--- config.mk ---
export PLATFORM = sky130hd
export DESIGN_NAME = mix_seq_ctrl
export DESIGN_NICKNAME = d
export VERILOG_FILES = /design/src/rtl/mix_seq_ctrl.sv
export SDC_FILE = /design/constraint.sdc
export NUM_CORES = 1
export LEC_CHECK = 0
export ABC_AREA = 1
export CORE_MARGIN = 2
export CORE_UTILIZATION = 53
export DETAILED_ROUTE_END_ITERATION = 10
export PLACE_DENSITY = 0.82
export SLEW_MARGIN = 0
export SYNTH_ARGS = -nofsm -noshare
export SYNTH_HDL_FRONTEND = slang
export SYNTH_SLANG_ARGS = --single-unit
--- constraint.sdc ---
create_clock -name clk -period 1.5 [get_ports clk]
set_input_delay 0.3 -clock clk [delete_from_list [all_inputs] [get_ports clk]]
set_output_delay 0.3 -clock clk [all_outputs]
set_load 0.01 [all_outputs]
--- src/rtl/mix_seq_ctrl.sv ---
// Mixer/comparator front-end sequencer: settle delay, sample/compare strobes, word capture, valid/ready output.
// Build option MIX_SEQ_OVF_CNT_EN adds ovf_cnt, an 8-bit saturating count of dropped words.
module mix_seq_ctrl #(
    parameter int DIV       = 10,
    parameter int CMP_PHASE = 3,
    parameter int SETTLE    = 16,
    parameter int WORD_W    = 8
) (
    input  logic              clk,
    input  logic              rst_n,
    input  logic              en,
    input  logic              cmp_in,
    output logic              smp_stb,
    output logic              cmp_stb,
    output logic [WORD_W-1:0] data_out,
    output logic              data_valid,
    input  logic              data_ready,
    output logic              busy,
    output logic              ovf
`ifdef MIX_SEQ_OVF_CNT_EN
    ,
    output logic [7:0]        ovf_cnt
`endif
);

    localparam int PW          = (DIV > 2) ? $clog2(DIV) : 1;
    localparam int SW          = (SETTLE > 2) ? $clog2(SETTLE) : 1;
    localparam int BW          = (WORD_W > 2) ? $clog2(WORD_W) : 1;
    localparam int SETTLE_LAST = (SETTLE >= 2) ? SETTLE - 2 : 0;

    typedef enum logic [1:0] {S_IDLE, S_SETTLE, S_RUN, S_DRAIN} state_t;

    state_t            state, state_nxt;
    logic [SW-1:0]     settle_cnt;
    logic [PW-1:0]     phase, phase_d;
    logic [BW-1:0]     bit_cnt;
    logic [WORD_W-2:0] shreg;
    logic [WORD_W-1:0] word_nxt;
    logic              smp_d, cmp_d, word_done, xfer;

    assign word_nxt  = {shreg, cmp_in};
    assign word_done = cmp_stb && (bit_cnt == BW'(WORD_W - 1));
    assign xfer      = data_valid && data_ready;
    assign busy      = (state != S_IDLE);

    always_ff @(posedge clk or negedge rst_n) begin
        if (!rst_n) state <= S_IDLE;
        else        state <= state_nxt;
    end

    // The IDLE cycle that samples en counts toward the settle interval,
    // so the first RUN cycle lands exactly SETTLE cycles after en is seen.
    always_comb begin
        state_nxt = state;
        case (state)
            S_IDLE:   if (en) state_nxt = (SETTLE == 1) ? S_RUN : S_SETTLE;
            S_SETTLE: begin
                if (!en)                                 state_nxt = S_IDLE;
                else if (settle_cnt == SW'(SETTLE_LAST)) state_nxt = S_RUN;
            end
            S_RUN:    if (!en) state_nxt = S_DRAIN;
            S_DRAIN:  if (!data_valid || data_ready) state_nxt = S_IDLE;
            default:  state_nxt = S_IDLE;
        endcase
    end

    always_comb begin
        phase_d = '0;
        smp_d   = 1'b0;
        cmp_d   = 1'b0;
        if (state_nxt == S_RUN) begin
            if (state == S_RUN && phase != PW'(DIV - 1)) phase_d = phase + 1'b1;
            smp_d = (phase_d == '0);
            cmp_d = (phase_d == PW'(CMP_PHASE));
        end
    end

    always_ff @(posedge clk or negedge rst_n) begin
        if (!rst_n) begin
            settle_cnt <= '0;
            phase      <= '0;
            bit_cnt    <= '0;
            shreg      <= '0;
            smp_stb    <= 1'b0;
            cmp_stb    <= 1'b0;
            data_out   <= '0;
            data_valid <= 1'b0;
            ovf        <= 1'b0;
`ifdef MIX_SEQ_OVF_CNT_EN
            ovf_cnt    <= '0;
`endif
        end else begin
            smp_stb    <= smp_d;
            cmp_stb    <= cmp_d;
            phase      <= phase_d;
            settle_cnt <= (state == S_SETTLE) ? settle_cnt + 1'b1 : '0;

            if (state != S_RUN) begin
                bit_cnt <= '0;
                shreg   <= '0;
            end else if (cmp_stb) begin
                shreg   <= word_nxt[WORD_W-2:0];
                bit_cnt <= word_done ? '0 : bit_cnt + 1'b1;
            end

            if (word_done && (!data_valid || data_ready)) begin
                data_out   <= word_nxt;
                data_valid <= 1'b1;
            end else if (xfer) begin
                data_valid <= 1'b0;
            end

            if (state == S_IDLE && en) begin
                ovf <= 1'b0;
`ifdef MIX_SEQ_OVF_CNT_EN
                ovf_cnt <= '0;
`endif
            end else if (word_done && data_valid && !data_ready) begin
                ovf <= 1'b1;
`ifdef MIX_SEQ_OVF_CNT_EN
                if (ovf_cnt != '1) ovf_cnt <= ovf_cnt + 1'b1;
`endif
            end
        end
    end

endmodule

==> impl_metrics.py, run 1 <==
metrics = {
    "outcome": {
        "outcome": "complete, no violations",
    },
    "global_route": {
        "globalRoute.totalOverflow": 0,
        "grt_pass1_wl_mm": 4.850,
        "grt_pass1_vias": 1136,
        "grt_usage_pct": 20.54,
        "grt_max_degree": 33,
        "antenna_found_initial": 0,
    },
    "placement": {
        "gp_congestion": 0.7931,
        "dp.final_hpwl_mm": 2.070,
        "io_buffers": 17,
        "dp_cells": 205,
    },
    "floorplan": {
        "die_x_um": 56.08,
        "initial_core_util_pct": 56.99,
        "core_mm2": 0.002522,
        "dieArea_mm2": 0.003145,
        "die_height_um": 56.08,
        "rows": 18,
        "boundaryPins": 18,
    },
    "clocking": {
        "numCtsBuffers": 5,
        "clk_latency_ps": 320,
        "clk_pin_slew_worst_paths_ps": 90,
        "cts_tree": "done",
        "htree_levels": 2,
        "cts_root_buf": "clkbuf_4",
        "cts_sinks": 32,
        "cts_buffer_depth": 2,
        "post_cts_buffers": 0,
    },
    "critical_path": {
        "critPathCaptureType": "output port",
        "regToRegEndpoint": "phase[1]",
        "cp.required_ps": 1200,
        "ff2ff_path_depth": 8,
        "r2r-start": "settle_cnt[0]",
        "arrival_ps": 1060,
        "path_max_fanout": 4,
        "startpoint_type": "register",
        "path_class": "register to output port",
        "r2r_slack_ps": 150,
    },
    "power": {
        "power_frac_seq_pct": 57.9,
        "p_leak_uw": 0.0008987,
        "power.internal_uw": 1193,
        "comb_power_share_pct": 7.7,
        "p_sw_uw": 357.0,
        "switching_share_pct": 23.04,
        "powerDensity_mw_per_mm2": 887.9,
        "clockPowerShare_pct": 34.3,
        "ir_drop_uv": 572.8,
    },
    "flow_run": {
        "maxCapViolCount": 0,
    },
    "routing": {
        "ant_nets": 0,
        "num_vias": 1136,
        "wl_per_cell_um": 13.30,
        "vias_per_cell": 5.358,
        "post-route-drc-count": 0,
        "routed_wl_mm": 2.819,
        "drt_iter0_drc": 34,
        "dr.pass1.iters": 4,
    },
    "synthesis": {
        "synthTopCellsByArea": "dfrtp_1 (56%), nand2_1 (6.8%), o21ai_0 (6.3%)",
        "synth_area_leader_cell": "dfrtp_1",
        "seq_area_frac_synth_pct": 55.70,
        "ys_seq_elements": 32,
        "synth.most_common_cell": "dfrtp_1",
        "synth_cell_type_count": 24,
        "ys_warn_count": 0,
        "ys_top_cells_by_count": "dfrtp_1 (32), nand2_1 (26), inv_1 (20)",
        "syn-num-nets": 166,
        "synth_edf_count": 0,
        "synthFlopType": "dfrtp_1",
        "netlist_area_mm2": 0.001438,
        "synthCells": 155,
        "synth_top_area_share_pct": 55.70,
        "postSynthAreaPerCell_um2": 9.275,
        "synthArstFlopShare_pct": 100.0,
    },
    "sta": {
        "slew_violations": 0,
        "max-slew-margin-rel_pct": 84.77,
        "tns_ps": 0,
        "period_needed_ps": 1360,
        "finalSetupViolCount": 0,
        "fin_skew_ps": 7.644,
        "hold_viol_final": 0,
        "rsz0062_at_grt": "false",
        "tightest_slew_ps": 227.9,
        "post-route-period-util_pct": 90.63,
        "fmax_mhz": 735.6,
    },
    "min_path": {
        "min_path_type": "primary input to asynchronous set/reset pin",
    },
    "cells_and_area": {
        "final_cells": 212,
        "drive_above_1_share_pct": 14.29,
        "area_growth_pct": 21.41,
        "nets": 193,
        "antenna_cells": 0,
    },
}
## placed cells by master, fill, tap and decap left out
master,Yosys,final
xnor2_1,1,1
dlygate4sd2_1,0,11
dfrtp_1,32,32
dlymetal6s2s_1,0,1
nor2_2,1,2
buf_12,0,1
clkbuf_4,0,5
inv_1,20,20
nand3_2,1,2
nand3_1,16,15
clkbuf_2,0,1
clkdlybuf4s50_1,0,4
clkbuf_8,0,2
nor2_1,14,13
inv_2,2,3
nand4_1,5,5
buf_4,1,5
nor2_4,2,2
a21oi_1,1,1
o21bai_1,1,1
xor2_1,1,1
nand2_1,26,25
nand2_2,1,2
nand3_4,1,1
ha_1,6,6
o211ai_1,1,1
o21ai_0,18,18
o21a_1,1,1
## sequential cells by signal (all words and copies together), names as in the netlist
signal / cells
shreg: 7
phase: 4
data_out: 8
smp_stb: 1
state: 2
cmp_stb: 1
settle_cnt: 4
data_valid: 1
ovf: 1
bit_cnt: 3
## power by group through the flow
stage	clock (µW)	sequential (µW)	combinational, µW
3_5_place_dp	0	914	127
4_1_cts	539	898	124
3_3_place_gp	0	912	116
2_1_floorplan	0	914	56.7
6_report	532	898	119
5_1_grt	599	900	134
## worst max path at each step
| stage | start | end | slack [ps] | cells after the start |
|---|---|---|---|---|
| final | state[0] | busy | 140 | 3 |
| after floorplan | bit_cnt[0] | data_out[1] | 190 | 5 |
| after global routing | settle_cnt[0] | phase[3] | 50 | 8 |
| after detailed placement | data_ready | data_out[7] | 4 | 6 |
| after CTS | smp_stb | smp_stb | 20 | 1 |
| after global placement | data_ready | data_out[0] | 60 | 7 |
## critical path, stage by stage (launching register included)
cell	delay [ps]
dfrtp_1	410
inv_2	110
nand2_1	80
clkbuf_2	150
## area by class of cell
cell class	count	area, µm²
sequential	32	800.8
fill	202	777.0
multi-input combinational	97	544.3
timing repair buffer	23	211.5
inverter	23	86.33
clock buffer	7	65.06
tap	30	37.54
## cell families (layout without fill, tap and decap cells)
logic type,count (synthesis),in the layout,synth area share [%]
DFF,32,32,55.70
buffers and inverters,26,53,7.136
adders and majority gates,6,6,5.222
xor gates and xnor gates,2,2,1.219
and+or+nand+nor,67,67,22.54
AOI/OAI and AO/OA,22,22,8.182
## metrics by stage
step / instance area (µm²) / util [%] / worst slack [ps] / hold WS [ps] / total power [µW]
finish: 1745 / 69.20 / 140.5 / 329.3 / 1550
detailed placement: 1687 / 66.87 / 3.773 / 476.6 / 1040
global route: 1745 / 69.20 / 48.10 / 319.1 / 1633
global placement: 1687 / 66.87 / 55.87 / 464.4 / 1027
CTS: 1738 / 68.90 / 17.19 / 331.5 / 1561
floorplan: 1438 / - / 192.3 / 4.409 / 970.9
## metal layers
metal	track usage (%)	up-vias	wire length, µm
met2	32.44	31	1383
met5	0	-	0
met3	7.442	14	136
li1	-	553	-
met1	23.69	538	1165
met4	12.59	0	132
## repair_timing
action	in CTS	in global routing
gates resized for setup	13	6
endpoints found under the hold margin	0	0
hold buffers	0	0
endpoints found under the setup margin	12	5
Note: power is estimated with default switching activity, not from simulation.
==> run 2: changes to the inputs <==
--- a/config.mk
+++ b/config.mk
@@ -9,7 +9,7 @@
 export CORE_MARGIN = 2
 export CORE_UTILIZATION = 53
 export DETAILED_ROUTE_END_ITERATION = 10
-export PLACE_DENSITY = 0.82
+export PLACE_DENSITY = 0.77
 export SLEW_MARGIN = 0
 export SYNTH_ARGS = -nofsm -noshare
 export SYNTH_HDL_FRONTEND = slang
==> impl_metrics.py, run 2 (synthesis gave the netlist of run 1 again) <==
metrics = {
    "clocking": {
        "cts_hold_buf": 0,
        "cts_sinks": 32,
        "cts_buffer_depth": 2,
        "clk_latency_ps": 320,
        "numCtsBuffers": 5,
        "cts_root_buf": "clkbuf_4",
        "clk_pin_slew_worst_paths_ps": 100,
        "cts_tree": "done",
        "htree_levels": 2,
    },
    "routing": {
        "dr.pass1.iters": 4,
        "vias_per_cell": 5.033,
        "post-route-drc-count": 0,
        "ant_nets": 0,
        "routed_wl_mm": 2.471,
        "drt_iter0_drc": 27,
        "num_vias": 1077,
        "wl_per_cell_um": 11.55,
    },
    "cells_and_area": {
        "top_register": "data_out",
        "largest_register_ff_count": 8,
        "nets": 194,
        "drive_above_1_share_pct": 11.96,
        "area_growth_pct": 22.37,
        "final_common_cell": "dfrtp_1",
        "layout_common_cells": "dfrtp_1 (32), nand2_1 (26), inv_1 (20), o21ai_0 (18), nand3_1 (16)",
        "final_cells": 214,
        "antenna_cells": 0,
        "reg_top3": "data_out (8), shreg (7)",
    },
    "outcome": {
        "outcome": "complete, no violations",
    },
    "floorplan": {
        "die_height_um": 56.08,
        "die_x_um": 56.08,
        "core_mm2": 0.002522,
        "dieArea_mm2": 0.003145,
        "rows": 18,
        "initial_core_util_pct": 56.99,
        "boundaryPins": 18,
    },
    "global_route": {
        "grt_max_degree": 33,
        "grt_usage_pct": 18.62,
        "grt_pass1_vias": 1052,
        "antenna_found_initial": 0,
        "globalRoute.totalOverflow": 0,
        "grt_pass1_wl_mm": 4.505,
    },
    "min_path": {
        "min_path_type": "primary input to asynchronous set/reset pin",
    },
    "critical_path": {
        "startpoint_type": "register",
        "critPathCaptureType": "register",
        "r2r_slack_ps": 100,
        "cp.required_ps": 1740,
        "arrival_ps": 1640,
        "path_class": "register to register",
        "path_max_fanout": 6,
    },
    "flow_run": {
        "maxCapViolCount": 0,
    },
    "sta": {
        "post-route-period-util_pct": 93.31,
        "tns_ps": 0,
        "period_needed_ps": 1400,
        "finalSetupViolCount": 0,
        "rsz0062_at_grt": "false",
        "whs_ps": 343.0,
        "max-slew-margin-rel_pct": 84.26,
        "tightest_slew_ps": 235.6,
        "slew_violations": 0,
        "hold_viol_final": 0,
        "fin_skew_ps": 9.640,
        "fmax_mhz": 714.5,
    },
    "placement": {
        "dp.final_hpwl_mm": 1.803,
        "io_buffers": 17,
        "dp_cells": 205,
        "gp_congestion": 0.8128,
    },
    "power": {
        "ir_drop_uv": 895.8,
        "p_leak_uw": 0.0009026,
        "powerDensity_mw_per_mm2": 933.4,
    },
}
## run 2: cell types whose count changed in the layout (fill, tap and decap cells not counted), sizes merged
| cell | previous run | this run |
|---|---|---|
| buf | 6 | 7 |
| clkbuf | 8 | 6 |
| clkinv | 0 | 2 |
| inv | 23 | 22 |
| bufinv | 0 | 1 |
| clkdlybuf4s15 | 0 | 1 |
## run 2: metal layers
| metal | wire length, µm | global-route usage (%) | share of wire, % | up-vias |
|---|---|---|---|---|
| met3 | 67 | 6.977 | 2.7 | 2 |
| met2 | 1163 | 29.58 | 47 | 16 |
| li1 | - | - | - | 558 |
| met1 | 1230 | 23.51 | 50 | 501 |
| met4 | 10 | 6.122 | 0.40 | 0 |
| met5 | 0 | 0 | 0 | - |
## run 2: power by group
group / internal [µW] / total, µW / switching [µW]
clock network: 349 / 622 / 272
registers: 880 / 896 / 16.3
logic: 54.1 / 124 / 69.8
## run 2: layout make-up
class / instances / area (µm²)
Timing Repair Buffer: 24 / 224.0
Clock buffer: 6 / 41.29
Fill cell: 213 / 763.2
Sequential cell: 32 / 800.8
Multi-Input combinational cell: 97 / 534.3
Clock inverter: 2 / 35.03
Tap cell: 30 / 37.54
Inverter: 23 / 86.33
## run 2: timing repair
action,4_1_cts,5_1_grt
endpoints found under the setup margin,12,2
gates resized for setup,12,2
pin swaps,0,0
setup buffers,0,1
## run 2: worst paths after layout
path                          startpoint          to  depth (start not counted)
setup reg to reg           settle_cnt[0]     cmp_stb                          8
hold reg to reg                      ovf         ovf                          1
max in group asynchronous          rst_n     cmp_stb                          2
hold / removal                     rst_n  bit_cnt[2]                          2
setup / recovery           settle_cnt[0]     cmp_stb                          8
min in group clk                     ovf         ovf                          1
## run 2: critical path, stage by stage (launching register included)
cell	delay [ps]
dfrtp_1	420
inv_1	70
ha_1	140
nand2_1	50
nor2_1	170
nor2_1	80
nor2_2	170
nand3_4	110
nor2_1	120
## run 2: stage by stage
step	worst slack [ps]	area, µm²	utilization (%)	power (µW)
floorplan	192.3	1438	-	970.9
global placement	48.18	1687	66.87	1029
detailed placement	23.67	1687	66.87	1035
CTS	3.938	1748	69.30	1663
global route	5.689	1759	69.74	1728
finish	100.4	1759	69.74	1642
==> run 3: changes to the inputs <==
--- a/config.mk
+++ b/config.mk
@@ -7,9 +7,10 @@
 export LEC_CHECK = 0
 export ABC_AREA = 1
 export CORE_MARGIN = 2
-export CORE_UTILIZATION = 53
+export CORE_UTILIZATION = 58
 export DETAILED_ROUTE_END_ITERATION = 10
-export PLACE_DENSITY = 0.77
+export HOLD_SLACK_MARGIN = 0.15
+export PLACE_DENSITY = 0.83
 export SLEW_MARGIN = 0
 export SYNTH_ARGS = -nofsm -noshare
 export SYNTH_HDL_FRONTEND = slang
==> constraint.sdc (replaced) <==
create_clock -name clk -period 1.8 [get_ports clk]
set_input_delay 0.36 -clock clk [delete_from_list [all_inputs] [get_ports clk]]
set_output_delay 0.36 -clock clk [all_outputs]
set_load 0.01 [all_outputs]
==> impl_metrics.py, run 3 (synthesis gave the netlist of run 1 again) <==
metrics = {
    "outcome": {
        "outcome": "complete, no violations",
    },
    "clocking": {
        "cts_root_buf": "clkbuf_4",
        "cts_tree": "done",
        "htree_levels": 2,
        "numCtsBuffers": 5,
        "cts_buffer_depth": 2,
        "cts_hold_buf": 0,
        "clk_pin_slew_worst_paths_ps": 100,
        "clk_latency_ps": 340,
        "cts_sinks": 32,
    },
    "sta": {
        "finalSetupViolCount": 0,
        "post-route-period-util_pct": 91.19,
        "rsz0062_at_grt": "false",
        "tightest_slew_ps": 398.8,
        "max-slew-margin-rel_pct": 73.41,
        "tns_ps": 0,
        "setup_slack_ps": 158.5,
        "hold_viol_final": 0,
        "period_needed_ps": 1641,
        "slew_violations": 0,
        "fin_skew_ps": 5.079,
        "fmax_mhz": 609.2,
    },
    "placement": {
        "io_buffers": 17,
        "dp.final_hpwl_mm": 1.950,
        "pre_cts_ws_ps": 220.7,
        "gp_congestion": 0.8375,
    },
    "cells_and_area": {
        "nets": 192,
        "area_growth_pct": 22.89,
        "final_common_cell": "dfrtp_1",
        "layout_common_cells": "dfrtp_1 (30), nand2_1 (26), inv_1 (20), o21ai_0 (18)",
        "fin_util_pct": 73.31,
        "top_register": "data_out",
        "antenna_cells": 0,
        "reg_top3": "data_out (8), shreg (7)",
        "drive_above_1_share_pct": 12.64,
        "largest_register_ff_count": 8,
    },
    "critical_path": {
        "path_class": "register to output port",
        "crit_path_top_delay_cell": "clkdlybuf4s50_1",
        "critPathCaptureType": "output port",
        "r2r-start": "state[0]",
        "cpLargestDelayFamily": "buffers and inverters",
        "startpoint_type": "register",
        "cp.required_ps": 1440,
        "cp_cell_sequence": "clkdlybuf4s50_1",
        "path_max_fanout": 3,
        "startpoint": "data_valid",
        "crit_buf_inv": 1,
        "arrival_ps": 1280,
        "critPathMaxStageDelay_ps": 550,
    },
    "power": {
        "power_frac_seq_pct": 51.1,
        "power.internal_uw": 1141,
        "comb_power_share_pct": 6.7,
        "clockPowerShare_pct": 42.2,
        "p_leak_uw": 0.0008317,
        "ir_drop_uv": 733.7,
        "powerDensity_mw_per_mm2": 829.0,
        "p_total_uw": 1465,
        "switching_share_pct": 22.10,
        "p_sw_uw": 323.7,
    },
    "global_route": {
        "grt_usage_pct": 23.41,
        "grt_max_degree": 33,
        "grt_pass1_wl_mm": 4.657,
        "grt_pass1_vias": 1119,
        "antenna_found_initial": 0,
        "globalRoute.totalOverflow": 0,
    },
    "routing": {
        "wl_per_cell_um": 13.20,
        "ant_nets": 0,
        "dr.pass1.iters": 4,
        "num_vias": 1133,
        "vias_per_cell": 5.344,
        "post-route-drc-count": 0,
        "drt_iter0_drc": 31,
        "routed_wl_mm": 2.799,
    },
    "floorplan": {
        "initial_core_util_pct": 59.66,
        "die_height_um": 53.79,
        "boundaryPins": 18,
        "rows": 18,
        "core_mm2": 0.002410,
        "dieArea_mm2": 0.002893,
        "die_x_um": 53.79,
    },
    "min_path": {
        "min_path_type": "primary input to asynchronous set/reset pin",
    },
    "flow_run": {
        "maxCapViolCount": 0,
    },
}
-- run 3: cell types whose count changed in the layout (fill, tap and decap cells not counted) --
cell             previous run  this run
dfrtp_2                     0         2
buf_4                       6         5
clkinv_2                    1         0
clkbuf_8                    0         2
buf_12                      1         0
dfrtp_1                    32        30
dlygate4sd2_1              11         0
clkdlybuf4s15_1             1         0
clkbuf_1                    1         0
clkdlybuf4s50_1             4        16
-- run 3: timing repair --
item | in CTS | in global routing
pin swaps | 0 | 0
endpoints found under the hold margin | 0 | 0
endpoints found under the setup margin | 1 | 1
buffers inserted | 2 | 0
gates resized for setup | 2 | 1
-- run 3: layer usage --
layer / part of all wire, % / routed length, µm / GRT usage [%]
met2: 51 / 1417 / 39.02
met1: 43 / 1191 / 26.41
met5: 0 / 0 / 0
met3: 3.6 / 102 / 5.833
met4: 3.1 / 87 / 15.38
-- run 3: power groups by stage --
stage | Clock [µW] | Combinational, µW | Sequential (µW)
5_1_grt | 657 | 112 | 751
3_3_place_gp | 0 | 84.0 | 764
2_1_floorplan | 0 | 47.2 | 762
4_1_cts | 625 | 97.5 | 748
6_report | 618 | 98.1 | 748
3_5_place_dp | 0 | 87.4 | 766
-- run 3: final timing paths --
check / endpoint / slack [ps] / cells after the start
setup / recovery: data_valid / 160 / 1
hold / removal: data_out[7] / 410 / 2
setup reg to reg: smp_stb / 320 / 7
hold reg to reg: data_out[6] / 500 / 2
max in group asynchronous: state[1] / 1080 / 2
min in group clk: data_out[6] / 500 / 2
-- run 3: through the flow --
stage	instance area, µm²	hold slack [ps]	std cells
after CTS	1764	418.0	212
after global placement	1652	469.0	202
after detailed placement	1652	476.6	202
final	1767	410.4	212
after global routing	1767	445.1	212
after floorplan	1438	64.41	155
-- run 3: layout make-up --
class	count	area, µm²
inverter	23	86.33
clock inverter	1	30.03
clock buffer	7	65.06
fill	190	643.1
tap	30	37.54
sequential	32	803.3
timing repair buffer	22	210.2
multi-input combinational	97	534.3
